[src/rtl/mips_cpu_multdiv.sv]
// ---------------------------------------------------------------------------
// mips_cpu_multdiv
//
// Iterative multiply/divide unit that owns the architectural HI/LO registers.
// The unit takes 32 cycles of shift-add (multiply) or restoring division,
// then spends one cycle on the sign fix-up. Start-to-start latency is 34
// cycles.
//
// Ports
//   clk      rising-edge clock
//   reset    asynchronous, active-high reset (HI/LO <- HILO_RESET, FSM idle)
//   start    begin an operation; honoured only while busy=0
//   op       00 MULT, 01 MULTU, 10 DIV, 11 DIVU (sampled with start)
//   op_a     operand A (rs)
//   op_b     operand B (rt)
//   mthi     write wr_data into HI (honoured only while busy=0)
//   mtlo     write wr_data into LO (honoured only while busy=0)
//   wr_data  MTHI/MTLO data
//   busy     operation in progress
//   done     one-cycle pulse once HI/LO hold the new result
//   hi, lo   architectural HI/LO registers
// ---------------------------------------------------------------------------
module mips_cpu_multdiv #(
    parameter int               WIDTH      = 32,
    parameter logic [WIDTH-1:0] HILO_RESET = '0
) (
    input  logic             clk,
    input  logic             reset,
    input  logic             start,
    input  logic [1:0]       op,
    input  logic [WIDTH-1:0] op_a,
    input  logic [WIDTH-1:0] op_b,
    input  logic             mthi,
    input  logic             mtlo,
    input  logic [WIDTH-1:0] wr_data,
    output logic             busy,
    output logic             done,
    output logic [WIDTH-1:0] hi,
    output logic [WIDTH-1:0] lo
);

    localparam int                CNT_W    = $clog2(WIDTH);
    localparam logic [CNT_W-1:0] CNT_LAST = CNT_W'(WIDTH - 1);

    typedef enum logic [1:0] {
        S_IDLE   = 2'd0,
        S_CALC   = 2'd1,
        S_FINISH = 2'd2
    } state_t;

    // Control state (reset)
    state_t           state_q, state_d;
    logic [CNT_W-1:0] cnt_q, cnt_d;
    logic             done_q, done_d;
    logic [WIDTH-1:0] hi_q, hi_d;
    logic [WIDTH-1:0] lo_q, lo_d;

    // Datapath state (captured at start, no reset needed)
    logic               is_div_q;
    logic               sign_a_q, sign_b_q;
    logic               bzero_q;
    logic [WIDTH-1:0]   a_q, b_q, araw_q;
    logic [2*WIDTH-1:0] acc_q, acc_d;

    logic accept;
    logic is_signed;

    assign accept    = (state_q == S_IDLE) && start;
    assign is_signed = ~op[0];

    // ------------------------------------------------------------------
    // State register
    // ------------------------------------------------------------------
    always_ff @(posedge clk or posedge reset) begin
        if (reset) begin
            state_q <= S_IDLE;
            cnt_q   <= '0;
            done_q  <= 1'b0;
            hi_q    <= HILO_RESET;
            lo_q    <= HILO_RESET;
        end else begin
            state_q <= state_d;
            cnt_q   <= cnt_d;
            done_q  <= done_d;
            hi_q    <= hi_d;
            lo_q    <= lo_d;
        end
    end

    // ------------------------------------------------------------------
    // Next-state logic
    // ------------------------------------------------------------------
    always_comb begin
        state_d = state_q;
        case (state_q)
            S_IDLE:   if (start) state_d = S_CALC;
            S_CALC:   if (cnt_q == CNT_LAST) state_d = S_FINISH;
            S_FINISH: state_d = S_IDLE;
            default:  state_d = S_IDLE;
        endcase
    end

    always_comb begin
        cnt_d = cnt_q;
        if (accept) begin
            cnt_d = '0;
        end else if (state_q == S_CALC) begin
            cnt_d = cnt_q + 1'b1;
        end
    end

    // ------------------------------------------------------------------
    // Iteration datapath
    // ------------------------------------------------------------------
    // Bits of the multiplier / dividend are consumed MSB first; ~cnt_q
    // equals WIDTH-1-cnt_q for a power-of-two WIDTH.
    logic [CNT_W-1:0]   bit_idx;
    logic [WIDTH:0]     rem_sh;
    logic               rem_ge;
    logic [WIDTH-1:0]   div_rem;
    logic [WIDTH-1:0]   div_quo;
    logic [2*WIDTH-1:0] mul_step;

    always_comb begin
        bit_idx  = ~cnt_q;
        // Restoring division: acc holds {remainder, quotient}
        rem_sh   = {acc_q[2*WIDTH-1:WIDTH], a_q[bit_idx]};
        rem_ge   = rem_sh >= {1'b0, b_q};
        div_rem  = rem_ge ? WIDTH'(rem_sh - {1'b0, b_q}) : rem_sh[WIDTH-1:0];
        div_quo  = {acc_q[WIDTH-2:0], rem_ge};
        // Shift-add multiply, MSB-first: acc = 2*acc + bit*a
        mul_step = {acc_q[2*WIDTH-2:0], 1'b0}
                 + (b_q[bit_idx] ? {{WIDTH{1'b0}}, a_q} : {(2*WIDTH){1'b0}});
    end

    always_comb begin
        acc_d = acc_q;
        if (accept) begin
            acc_d = '0;
        end else if (state_q == S_CALC) begin
            acc_d = is_div_q ? {div_rem, div_quo} : mul_step;
        end
    end

    always_ff @(posedge clk) begin
        if (accept) begin
            is_div_q <= op[1];
            sign_a_q <= is_signed & op_a[WIDTH-1];
            sign_b_q <= is_signed & op_b[WIDTH-1];
            a_q      <= (is_signed & op_a[WIDTH-1]) ? -op_a : op_a;
            b_q      <= (is_signed & op_b[WIDTH-1]) ? -op_b : op_b;
            araw_q   <= op_a;
            bzero_q  <= (op_b == '0);
        end
        acc_q <= acc_d;
    end

    // ------------------------------------------------------------------
    // Sign fix-up and HI/LO update
    // ------------------------------------------------------------------
    // Sign flags are only set for signed ops, so unsigned ops pass through.
    logic [2*WIDTH-1:0] prod_fix;
    logic [WIDTH-1:0]   quo_fix;
    logic [WIDTH-1:0]   rem_fix;

    always_comb begin
        prod_fix = (sign_a_q ^ sign_b_q) ? -acc_q : acc_q;
        quo_fix  = acc_q[WIDTH-1:0];
        rem_fix  = acc_q[2*WIDTH-1:WIDTH];
        if (sign_a_q ^ sign_b_q) quo_fix = -quo_fix;
        if (sign_a_q)            rem_fix = -rem_fix;
        // Divide by zero: all-ones quotient, dividend returned untouched
        if (bzero_q) begin
            quo_fix = '1;
            rem_fix = araw_q;
        end
    end

    always_comb begin
        hi_d   = hi_q;
        lo_d   = lo_q;
        done_d = 1'b0;
        case (state_q)
            S_FINISH: begin
                done_d = 1'b1;
                if (is_div_q) begin
                    hi_d = rem_fix;
                    lo_d = quo_fix;
                end else begin
                    hi_d = prod_fix[2*WIDTH-1:WIDTH];
                    lo_d = prod_fix[WIDTH-1:0];
                end
            end
            S_IDLE: begin
                if (mthi) hi_d = wr_data;
                if (mtlo) lo_d = wr_data;
            end
            default: ;
        endcase
    end

    // ------------------------------------------------------------------
    // Outputs
    // ------------------------------------------------------------------
    always_comb begin
        busy = (state_q != S_IDLE);
        done = done_q;
        hi   = hi_q;
        lo   = lo_q;
    end

endmodule

[config.mk]
export PLATFORM = sky130hd
export DESIGN_NAME = mips_cpu_multdiv
export DESIGN_NICKNAME = d
export VERILOG_FILES = /design/src/rtl/mips_cpu_multdiv.sv
export SDC_FILE = /design/constraint.sdc
export NUM_CORES = 1
export LEC_CHECK = 0
export BUFFER_PORTS_ARGS = -buffer_cell sky130_fd_sc_hd__buf_2
export CAP_MARGIN = 20
export CORE_MARGIN = 5
export CORE_UTILIZATION = 46
export DETAILED_ROUTE_END_ITERATION = 10
export SETUP_SLACK_MARGIN = 0.1
export SLEW_MARGIN = 20
export SYNTH_ARGS = -nofsm -noshare
export SYNTH_HDL_FRONTEND = slang
export SYNTH_SLANG_ARGS = --single-unit
export TNS_END_PERCENT = 50
[constraint.sdc]
create_clock -name clk -period 7.43 [get_ports clk]
set_input_delay 0 -clock clk [delete_from_list [all_inputs] [get_ports clk]]
set_output_delay 0 -clock clk [all_outputs]
set_load 0.01 [all_outputs]
* Word-level counts from Yosys, hierarchy flattened
Index checks and enable logic that the tools add are counted.
** Operators by class
- $add $sub $neg :: 8
- Magnitude comparators :: 2
- Eq/ne operators :: 7
- Mux-type cells :: 26
- Bitwise logic cells :: 5
- Reductions and logical operators :: 9
** Operators by type and width (number)
- 32-bit 2-to-1 mux :: 12
- 64-bit 2-to-1 mux :: 2
- 32-bit negation :: 4
- 32-bit case mux with 2 select lines :: 2
- 64-bit by 32-bit adder with 64-bit output :: 1
- 64-bit negation :: 1
- 33-bit by 32-bit greater-or-equal comparator with 1-bit output :: 1
- 32-bit zero test :: 1
- 32-bit subtractor :: 1
- 1-bit binary-select mux with 5-bit select :: 2
- 5-bit 2-to-1 mux :: 2
- 2-bit != test, second input constant :: 4
- 5-bit by 6-bit < comparator with 1-bit output, second input constant :: 1
- 2-bit AND reduction :: 3
- 2-bit nonzero test :: 3
- 5-bit by 1-bit adder with 5-bit output, second input constant :: 1
- 5-bit == test, second input constant :: 1
- 5-bit inverter :: 1
- 2-bit 2-to-1 mux :: 2
- 2-bit case mux with 2 select lines :: 1
- 1-bit 2-to-1 mux :: 3
- 1-bit AND :: 2
- 2-bit by 1-bit == test with 1-bit output, second input constant :: 1
- 2-bit == test, second input constant :: 1
- other kinds (4) :: 4
** Storage, ports and cells
- Register bits :: 236
- Input port bits :: 103
- Output and inout bits :: 66
- Logic and storage cells :: 70

* Longest topological paths before layout
Gate-level depths: netlist (run 1).
- Depth in word-level cells :: 6
- Mapped depth :: 19
- Depth with buffers taken out :: 16

* Least setup slack after synthesis (run 1)
No wires, ideal clock.
- Path type :: reg-to-reg
- Start point :: reg cnt_q[0]
- End point :: reg acc_q[46]
- Setup time :: 137 ps
- Arrival :: 4965 ps
- Data required time :: 7293 ps
- Setup slack :: 2328 ps
- Stages on the path, launching flop included :: 19
- Buffers on the path :: 4
- Clock period less this slack :: 5102 ps
- Path through :: dfrtp_1 > clkbuf_1 > mux4_2 > mux4_2 > mux2i_1 > clkbuf_1 > nor2b_1 > ha_1 > clkbuf_1 > nand4_1 > nor3_1 > a31oi_1 > and3_1 > o31ai_1 > clkbuf_1 > nand3_1 > nor2_1 > xnor2_1 > o221ai_1
** On the way
- Cells in the longest elaborated chain, start to end :: 6
- Elaborated cells on any way between the ends :: 11
- Those cells by class :: 2 x add/sub; 1 x order compare; 7 x mux; 1 x bitwise
** RTL lines
- start, declared :: RTL line 53 : logic [CNT_W-1:0] cnt_q, cnt_d;
- start signal, assigned :: RTL line 83 : cnt_q <= cnt_d;
- 5-bit inverter (*) :: RTL line 125 : bit_idx = ~cnt_q;
- 1-bit binary-select mux with 5-bit select (on tied branches) :: RTL line 133, 127
- 1-bit 2-to-1 mux (on tied branches) :: RTL line 133, 127
- 32-bit 2-to-1 mux (tied with other cells) :: RTL line 133 : + (b_q[bit_idx] ? {{WIDTH{1'b0}}, a_q} : {(2*WIDTH){1'b0}});
- 64-bit by 32-bit adder with 64-bit output / 32-bit 2-to-1 mux (equally long branches) :: RTL line 133, 129
- 64-bit 2-to-1 mux (*) :: RTL line 141 : acc_d = is_div_q ? {div_rem, div_quo} : mul_step;
- end signal, assigned :: RTL line 155 : acc_q <= acc_d;
- end, declared :: RTL line 63 : logic [2*WIDTH-1:0] acc_q, acc_d;
Every way passes the cells marked *; elsewhere a longest branch is shown, timed or not. The select of a mux whose other input is x is not followed.
A chain may end at the register's enable or synchronous reset.

* Worst setup path in the final report (run 1)
- Start point :: reg cnt_q[0]
- End point :: reg acc_q[38]
Same word-level chain as after synthesis.

==> summary.txt, run 1 <==
Synthesis
  – Syn_nets: 2,317
  – #FFs+latches synth: 235
  – Post-Syn Instances: 2,142
  – Asr flop ratio synth: 30.6%
  – Predominant post-synthesis flop cell: edfxtp_1
  – Post-synth EDFFs: 99
  – Seq/Total Area, Yosys: 33.9%
  – Netlist cell types: 84
  – Synthesized area: 17,900 µm²
  – Syn avg cell area: 8.33 µm²
  – Yosys warning total: 0

STA
  – Slew @ Worst Pin: 1.01 ns
  – Final Critical Period: 5.58 ns
  – Clock skew: 0.0141 ns
  – Fin. max-slew vios: 0
  – RSZ-0062 raised after global routing: false
  – Slew margin rel.: 33.0%
  – Max Freq: 179 MHz
  – Fin. Hold Viols: 0
  – Final period util: 75.1%
  – Final setup vio count: 0
  – Setup_tns: 0 ns

Min path
  – HP Class: in2reg

Cells and area
  – Area growth syn-to-layout: 19.1%
  – Area of the multi-input gates: 11,000 µm²
  – Fillers: 3,622
  – Register area: 6060 µm²
  – Ant. Diodes: 0
  – Nets: 2,520
  – Share of cells above drive strength 1: 12.7%

Worst setup path
  – Crit path launch: cnt_q[0]$_DFFE_PP0P_
  – Worst R2R End: acc_q[38]$_SDFFE_PP0P_
  – Critical path required time: 7.88 ns
  – Worst-path fanout max: 19
  – Crit-path slowest cell: dfrtp_2
  – Crit path cell chain: mux4_2 > mux4_2 > mux2i_2 > buf_4 > nor2b_1 > ha_1 > o21ai_0 > nor3_1 > o211ai_1 > and3_1 > o31ai_1 > buf_4 > and3_1 > and3_1 > a21oi_1 > a32o_1
  – Worst Setup Start Kind: flip-flop
  – Worst r2r path cells: 16
  – WP data arrival: 6.03 ns
  – Worst reg-to-reg setup slack: 1.85 ns
  – Crit Path Class: reg2reg
  – CP max stage delay: 0.75 ns
  – CP endpoint: acc_q[38]$_SDFFE_PP0P_
  – Cell mode on critical path: and3_1
  – R2R Path Start: cnt_q[0]$_DFFE_PP0P_
  – Kind of end point of the critical path: flip-flop

CTS
  – Hold Buf Count CTS: 124
  – Clk root buf: clkbuf_16
  – TritonCTS Buffers: 27
  – CTS H-tree lvls: 1
  – Clk_lat worst skew: 0.56 ns
  – Clock sink total: 235
  – Longest Clk Path Bufs: 3
  – Setup Buffers After CTS: 0
  – Clk slew on worst S/H paths: 0.06 ns
  – CTS tree: built
  – Post-cts resize count: 0

Route
  – DRC Markers: 0
  – WL/cell: 23.1 µm
  – Detailed Route Iter0 Violations: 1,770
  – Vias per inst: 6.21
  – Drt first pass iters: 5
  – Via Count: 17,900
  – Total routed wirelength: 66,700 µm
  – Detail Route Antenna Nets: 0

Floorplanning
  – Row cnt: 72
  – Core Box Area: 38,600 µm²
  – Die boundary width: 207 µm
  – Initial Util: 46.3%
  – Die Area: 42,900 µm²
  – Die height: 207 µm
  – I/O pin count: 169

GRT
  – Largest net degree at the start of global routing: 73
  – Number of global-route vias before repair: 16,800
  – Overall routing resource usage: 29.5%
  – First-pass GRT wire length: 101,000 µm
  – Total gr overflow: 0
  – Initial antenna violation count: 0

Pwr
  – Clock share of power: 14.6%
  – PD cells: 454 nW/µm²
  – Comb pwr share: 57.9%
  – Leak pwr: 8.61 nW
  – Sequential share of power: 27.5%
  – VDD IR max: 0.000254 V
  – Switching share of power: 48.3%
  – Cell internal pwr: 4.98 mW
  – Design Power: 9.64 mW
  – Sw Pwr: 4.66 mW

Job
  – Max Cap Violations: 0

Placement
  – Dpl hpwl: 49,800 µm
  – Port bufs: 168
  – RePlAce Congestion: 0.994

Run status
  – Status: completed
-- power groups by stage --
stage / Sequential, mW / Combinational, mW / Clock (mW)
after floorplan: 2.22 / 4.09 / 0
after global placement: 2.62 / 5.35 / 0
after detailed placement: 2.63 / 5.41 / 0
after CTS: 2.61 / 5.51 / 1.43
after global routing: 2.69 / 6.13 / 1.47
final: 2.65 / 5.59 / 1.41
-- synth_stat cells, types with 18 or more instances --
cell,count,area share (%)
ha_1,70,4.9
xnor2_1,101,5.0
nor2b_1,41,1.4
nand2_1,215,4.5
xor2_1,85,4.2
o221ai_1,21,1.0
a21o_1,39,1.6
inv_1,71,1.5
mux4_2,20,2.5
o22ai_1,31,1.1
dfrtp_1,72,10
clkbuf_1,129,2.7
nor4_1,27,0.95
o21ai_0,186,5.2
nor2_1,155,3.3
edfxtp_1,99,17
dfxtp_1,64,7.2
a31oi_1,27,0.95
nand4_1,24,0.84
a21oi_1,161,4.5
o211ai_1,35,1.5
or3_1,26,0.91
mux2i_1,35,2.0
a211oi_1,20,0.84
o31ai_1,22,0.93
nor3_1,53,1.5
buf_1,18,0.38
nand3_1,74,2.1
and3_1,27,0.95
-- worst min path at each step --
stage	start	endpoint	slack (ns)	depth (start not counted)
3_5_place_dp	op[1]	is_div_q$_DFFE_PP_	0.18	1
6_report	mthi	hi[30]$_DFFE_PP0P_	0.15	4
3_3_place_gp	op[1]	is_div_q$_DFFE_PP_	0.18	1
2_1_floorplan	op_a[0]	a_q[0]$_DFFE_PP_	0.1	0
5_1_grt	op[1]	is_div_q$_DFFE_PP_	0.17	2
4_1_cts	mthi	hi[24]$_DFFE_PP0P_	0.14	6
-- cell type report --
cell class,instances,share of cell area (%)
multi-input cells,1683,51.7
flip-flops and latches,235,28.5
repair buffers,324,11.1
clock buffers,34,3.49
well taps,518,3.05
inverters,74,1.32
clock inverters,15,0.848
-- placed cells by master, fill, tap and decap left out, types with 20 or more instances in the layout --
cell / instances
nand2_1: 213
o21ai_0: 186
buf_2: 168
a21oi_1: 161
nor2_1: 153
dlygate4sd3_1: 124
xnor2_1: 100
edfxtp_1: 99
xor2_1: 85
nand3_1: 74
dfrtp_1: 71
ha_1: 70
inv_1: 69
dfxtp_1: 64
nor3_1: 53
nor2b_1: 40
a21o_1: 39
o211ai_1: 35
mux2i_1: 34
o22ai_1: 31
buf_4: 30
nor4_1: 27
a31oi_1: 27
and3_1: 27
clkbuf_16: 27
or3_1: 26
nand4_1: 24
o31ai_1: 22
o221ai_1: 21
a211oi_1: 20
mux4_2: 20
-- metal layers --
layer / track usage, % / vias up / share of wire [%]
met3: 7.66 / 140 / 10
li1: - / 8298 / -
met1: 43.2 / 8610 / 45
met4: 6.45 / 0 / 2.5
met2: 44.0 / 854 / 43
met5: 0 / - / 0
-- stage by stage --
| step | util, % | area (µm²) | cells | hold slack, ns | setup slack [ns] |
|---|---|---|---|---|---|
| floorplan | - | 17900 | 2142 | 0.0989 | 2.33 |
| global placement | 49.4 | 19000 | 2708 | 0.178 | 1.58 |
| detailed placement | 49.5 | 19100 | 2710 | 0.181 | 1.51 |
| CTS | 55.1 | 21300 | 2883 | 0.143 | 1.48 |
| global route | 55.1 | 21300 | 2883 | 0.168 | 1.47 |
| finish | 55.1 | 21300 | 2883 | 0.153 | 1.85 |
-- registers in the layout, summed over array words and instances, names as in the netlist --
register and count:
a_q 32, bzero_q 1, araw_q 31, sign_a_q 1
is_div_q 1, b_q 32, state_q 2, cnt_q 5
done 1, acc_q 64, sign_b_q 1, lo 32
hi 32
-- kinds of logic (layout without fill, tap and decap cells) --
group,Yosys count,count (layout),share of synthesized area [%]
adders and majority gates,72,72,5.13
muxes,58,58,4.67
AOI/OAI and AO/OA,654,654,23.1
buffers and inverters,224,447,4.73
DFF,235,235,33.9
xor gates and xnor gates,186,186,9.12
and+or+nand+nor,713,713,19.3
-- critical path: cells and delay by family, from the launching register on --
family | cells | cell delay [ns]
adder cells (fa/ha/maj) | 1 | 0.33
AND/OR/NAND/NOR | 5 | 1.11
buffers and inverters | 2 | 0.53
multiplexers | 3 | 1.79
flip-flops | 1 | 0.75
AO/OA/AOI/OAI | 5 | 0.94
No activity file was read; power rests on OpenSTA's default activity.
==> run 2: changes to the inputs <==
- clock period: 7.43 -> 5.59 ns (I/O delays scaled with it)
==> run 2 against run 1 <==
  * Global-route usage grew 0.49 points
  * Critical endpoint unchanged
  * Via count decreased by 0.31%
  * Largest cell class unchanged
  * Count of clock-buffer cells in the layout down 1
==> summary.txt, run 2 (synthesized netlist as in run 1, its figures left out) <==
CTS
  – Clock sink total: 235
  – TritonCTS Buffers: 28
  – Clk slew on worst S/H paths: 0.07 ns
  – CTS H-tree lvls: 1
  – Longest Clk Path Bufs: 3
  – Post-cts resize count: 0
  – Clk_lat worst skew: 0.57 ns
  – Clk root buf: clkbuf_16
  – CTS tree: built

Placement
  – RePlAce Congestion: 1.01
  – Port bufs: 168
  – Dpl hpwl: 50,600 µm

Route
  – DRC Markers: 0
  – Detail Route Antenna Nets: 0
  – Total routed wirelength: 67,000 µm
  – Detailed Route Iter0 Violations: 1,968
  – Via Count: 17,800
  – Drt first pass iters: 6
  – Vias per inst: 6.16
  – WL/cell: 23.2 µm

Cells and area
  – Nets: 2,531
  – Commonest non-fill, non-tap cell in the layout: nand2_1
  – Area growth syn-to-layout: 19.3%
  – Biggest register: acc_q
  – Max FFs per register: 64
  – Fillers: 3,619
  – Register area: 6060 µm²
  – Most frequent cells in the layout: nand2_1 (215), o21ai_0 (186), buf_2 (168), a21oi_1 (161), nor2_1 (153)
  – Share of cells above drive strength 1: 13.1%
  – Ant. Diodes: 0
  – Area of the multi-input gates: 11,000 µm²

Worst setup path
  – Worst-path fanout max: 32
  – CP max stage delay: 0.55 ns
  – Critical path required time: 6.05 ns
  – Kind of end point of the critical path: flip-flop
  – CP Buf/Inv Count: 3
  – Crit Path Class: reg2reg
  – WP data arrival: 5.44 ns
  – Crit-path slowest cell: mux4_2
  – Cell mode on critical path: and3_1
  – Crit path cell chain: buf_4 > mux4_2 > mux4_2 > mux2i_2 > buf_12 > nor2b_1 > ha_1 > nand4_1 > nor2_1 > o211ai_1 > and3_1 > o31ai_1 > buf_4 > and3_1 > and3_1 > a21oi_1 > a32o_1
  – Worst Setup Start Kind: flip-flop
  – Crit-path leading delay family: simple AND/OR/NAND/NOR gates

GRT
  – Overall routing resource usage: 29.9%
  – First-pass GRT wire length: 103,000 µm
  – Number of global-route vias before repair: 16,800
  – Largest net degree at the start of global routing: 77
  – Total gr overflow: 0
  – Initial antenna violation count: 2

Pwr
  – Switching share of power: 48.8%
  – PD cells: 602 nW/µm²
  – Sw Pwr: 6.25 mW
  – VDD IR max: 0.000267 V
  – Comb pwr share: 59.3%
  – Leak pwr: 8.63 nW
  – Clock share of power: 13.9%
  – Cell internal pwr: 6.57 mW
  – Sequential share of power: 26.8%

Floorplanning
  – Row cnt: 72
  – Die height: 207 µm
  – Die boundary width: 207 µm
  – Initial Util: 46.3%
  – I/O pin count: 169
  – Core Box Area: 38,600 µm²
  – Die Area: 42,900 µm²

STA
  – Fin. max-slew vios: 0
  – Worst Hold Margin: 0.148 ns
  – Final period util: 89.1%
  – Slew @ Worst Pin: 0.952 ns
  – Final Critical Period: 4.98 ns
  – Clock skew: 0.0247 ns
  – Final setup vio count: 0
  – Max Freq: 201 MHz
  – Setup_tns: 0 ns
  – Slew margin rel.: 34.9%
  – RSZ-0062 raised after global routing: false
  – Fin. Hold Viols: 0

Min path
  – HP Class: in2reg

Job
  – Max Cap Violations: 0

Run status
  – Status: completed
-- run 2: cell count changes in the layout (fill, tap and decap cells not counted), moves of 3 or more --
cell       previous run  this run
bufinv_16             4         1
clkbuf_8              4         0
buf_4                30        40
inv_6                 1         4
buf_12                0         3
-- run 2: what timing repair did --
item                                   in CTS  in global routing
buffers inserted                            0                  0
endpoints found under the hold margin     234                  0
hold buffers                              122                  0
-- run 2: area by class of cell --
cell class	instances	share of cell area, %
Sequential cell	235	28.4
Timing Repair Buffer	334	11.4
Multi-Input combinational cell	1683	51.6
Clock inverter	19	0.699
Clock buffer	33	3.48
Tap cell	518	3.04
Inverter	74	1.32
-- run 2: path summary, 6_finish.rpt --
path | endpoint | from | depth (start not counted) | slack (ns)
worst max-delay path | acc_q[38]$_SDFFE_PP0P_ | cnt_q[0]$_DFFE_PP0P_ | 17 | 0.61
worst min-delay path | is_div_q$_DFFE_PP_ | op[1] | 2 | 0.15
worst max register to register | acc_q[38]$_SDFFE_PP0P_ | cnt_q[0]$_DFFE_PP0P_ | 17 | 0.61
worst min register to register | hi[19]$_DFFE_PP0P_ | hi[19]$_DFFE_PP0P_ | 2 | 0.47
max in group asynchronous | cnt_q[0]$_DFFE_PP0P_ | reset | 4 | 4.65
min in group asynchronous | lo[4]$_DFFE_PP0P_ | reset | 4 | 0.29
-- run 2: through the flow --
stage / std cells / setup slack, ns / power [mW] / instance area, µm² / utilization, %
2_1_floorplan: 2142 / 0.488 / 8.39 / 17900 / -
3_3_place_gp: 2720 / 0.688 / 10.8 / 19100 / 49.7
3_5_place_dp: 2721 / 0.626 / 10.8 / 19200 / 49.7
4_1_cts: 2895 / 0.613 / 12.7 / 21300 / 55.2
5_1_grt: 2896 / 0.286 / 13.7 / 21300 / 55.2
6_report: 2896 / 0.610 / 12.8 / 21300 / 55.2
-- run 2: power by group through the flow --
stage / Sequential (mW) / Combinational (mW) / Clock [mW]
floorplan: 2.95 / 5.44 / 0
global placement: 3.42 / 7.33 / 0
detailed placement: 3.43 / 7.38 / 0
CTS: 3.40 / 7.49 / 1.81
global route: 3.50 / 8.36 / 1.88
finish: 3.44 / 7.60 / 1.78
-- run 2: per-layer routing --
layer  wire length, µm  share of wire [%]  track usage [%]
met3              6710                 10             5.98
met5                13              0.019                0
met2             28000                 42             43.6
met1             30600                 46             45.7
met4              1710                2.6             7.25
==> run 3: changes to the inputs <==
- clock period: 5.59 -> 4.65 ns (I/O delays scaled with it)
==> run 3 against run 2 <==
  * Critical path depth rose by 2
  * Routed wire length rose by 1.2%
  * Via count up 2.0%
  * Global-route usage about the same
  * Non-clock buffer count rose by 106
  * Hold slack gained 0.015 ns
  * Sequential power is 12% higher
  * Register-to-register slack got worse by 0.45 ns
  * Count of clock-buffer cells in the layout unchanged
==> summary.txt, run 3 (synthesized netlist as in run 1, its figures left out) <==
Run status
  – Status: completed

Worst setup path
  – Crit-path slowest cell: mux4_2
  – Crit Path Class: reg2reg
  – Worst Setup Start Kind: flip-flop
  – WP data arrival: 4.96 ns
  – Critical path required time: 5.11 ns
  – Worst-path fanout max: 5
  – Worst R2R End: acc_q[58]$_SDFFE_PP0P_
  – Kind of end point of the critical path: flip-flop
  – Worst reg-to-reg setup slack: 0.16 ns
  – CP max stage delay: 0.51 ns
  – Crit path cell chain: buf_6 > buf_12 > mux4_2 > mux4_2 > mux2i_1 > buf_4 > ha_4 > inv_2 > fa_2 > a211oi_2 > nor2_1 > a31oi_1 > a21oi_2 > a21oi_2 > buf_4 > o211ai_1 > xnor2_1 > nand3_1 > a32o_1
  – Worst r2r path cells: 19
  – R2R Path Start: cnt_q[0]$_DFFE_PP0P_

STA
  – Final setup vio count: 0
  – Worst Hold Margin: 0.163 ns
  – Clock skew: 0.0186 ns
  – Setup_tns: 0 ns
  – Fin. max-slew vios: 0
  – RSZ-0062 raised after global routing: true
  – Setup ws final: 0.157 ns
  – Fin. Hold Viols: 0
  – Max Freq: 223 MHz
  – Slew margin rel.: 21.4%
  – Slew @ Worst Pin: 1.17 ns
  – Final Critical Period: 4.49 ns
  – Final period util: 96.6%

Floorplanning
  – Die Area: 42,900 µm²
  – Die height: 207 µm
  – Row cnt: 72
  – Initial Util: 46.3%
  – Core Box Area: 38,600 µm²
  – I/O pin count: 169
  – Die boundary width: 207 µm

Cells and area
  – Share of cells above drive strength 1: 19.0%
  – Biggest register: acc_q
  – Fillers: 3,510
  – Most frequent cells in the layout: nand2_1 (214), o21ai_0 (178), buf_2 (168), a21oi_1 (156), nor2_1 (150)
  – Max FFs per register: 64
  – Non-Filler Instances: 3,001
  – Ant. Diodes: 0
  – Nets: 2,637
  – Register area: 6060 µm²
  – Area of the multi-input gates: 11,300 µm²
  – Commonest non-fill, non-tap cell in the layout: nand2_1
  – Area growth syn-to-layout: 26.1%

CTS
  – TritonCTS Buffers: 28
  – Longest Clk Path Bufs: 3
  – CTS tree: built
  – Clk_lat worst skew: 0.57 ns
  – Clock sink total: 235
  – Clk root buf: clkbuf_16
  – CTS H-tree lvls: 1
  – Clk slew on worst S/H paths: 0.06 ns

Pwr
  – Leak pwr: 9.23 nW
  – VDD IR max: 0.000333 V
  – PD cells: 749 nW/µm²
  – Design Power: 16.9 mW

Min path
  – Hold endpoint: is_div_q$_DFFE_PP_
  – HP Class: in2reg
  – Min-delay src: op[1]
  – Hold depth: 2

GRT
  – Overall routing resource usage: 29.9%
  – Largest net degree at the start of global routing: 103
  – Total gr overflow: 0
  – Initial antenna violation count: 2
  – First-pass GRT wire length: 103,000 µm
  – Number of global-route vias before repair: 17,200

Route
  – Detailed Route Iter0 Violations: 2,015
  – DRC Markers: 0
  – Via Count: 18,200
  – Drt first pass iters: 6
  – WL/cell: 22.6 µm
  – Total routed wirelength: 67,900 µm
  – Detail Route Antenna Nets: 0
  – Vias per inst: 6.06

Job
  – Max Cap Violations: 0

Placement
  – Dpl cells: 2,809
  – Port bufs: 168
  – Dpl hpwl: 51,500 µm
  – Pre-CTS WS: -0.576 ns
  – RePlAce Congestion: 1.02
## run 3: cell count changes in the layout (fill, tap and decap cells not counted), moves of 5 or more
cell / change
buf_6: +7
a21oi_1: -5
a21oi_2: +5
buf_4: +91
o21ai_0: -8
## run 3: critical path: cells and delay by family, from the launching register on
kind,cells,cell delay [ns]
AO/OA/AOI/OAI,6,1.27
buffers and inverters,5,0.60
multiplexers,3,1.16
AND/OR/NAND/NOR,2,0.20
XOR/XNOR,1,0.22
adder cells (fa/ha/maj),2,0.53
flip-flops,1,0.40
## run 3: layer usage
layer  routed length, µm  share of wire [%]  track usage (%)  vias to the layer above
li1                    -                  -                -                     8547
met1               30300                 45             43.7                     8695
met2               28900                 43             44.2                      846
met3                7370                 11             8.61                      108
met4                1390                2.0             6.48                        2
met5                  17              0.025                0                        -
## run 3: final cells by class
type	instances	area share, %
Multi-Input combinational cell	1683	50.2
Sequential cell	235	26.9
Timing Repair Buffer	440	14.9
Clock buffer	33	3.29
Tap cell	518	2.88
Inverter	74	1.25
Clock inverter	18	0.606
## run 3: repair_timing
item | 4_1_cts | 5_1_grt
pin swaps | 1 | 42
resized for setup | 15 | 73
hold endpoints to repair | 236 | 0
hold buffers | 124 | 0
cloned | 1 | 3
setup endpoints to repair | 31 | 43
setup buffers | 2 | 11
## run 3: worst max path at each step
stage | start | endpoint | slack, ns
final | cnt_q[0]$_DFFE_PP0P_ | acc_q[58]$_SDFFE_PP0P_ | 0.16
after global routing | cnt_q[0]$_DFFE_PP0P_ | acc_q[58]$_SDFFE_PP0P_ | 0.008
after CTS | cnt_q[0]$_DFFE_PP0P_ | acc_q[59]$_SDFFE_PP0P_ | 0.10
after detailed placement | cnt_q[0]$_DFFE_PP0P_ | acc_q[59]$_SDFFE_PP0P_ | -0.58
after global placement | cnt_q[0]$_DFFE_PP0P_ | acc_q[59]$_SDFFE_PP0P_ | -0.62
after floorplan | cnt_q[0]$_DFFE_PP0P_ | acc_q[48]$_SDFFE_PP0P_ | 0.12
## run 3: where the power goes
part	total, mW	internal, mW	switching, mW
clock network	2.12	1.20	0.923
registers	3.86	2.94	0.923
logic	10.9	4.76	6.12
total	16.9	8.89	7.97
## run 3: metrics by stage
step | instance area [µm²] | utilization, %
2_1_floorplan | 17900 | -
3_3_place_gp | 19900 | 51.5
3_5_place_dp | 19900 | 51.5
4_1_cts | 22100 | 57.2
5_1_grt | 22500 | 58.4
6_report | 22500 | 58.4
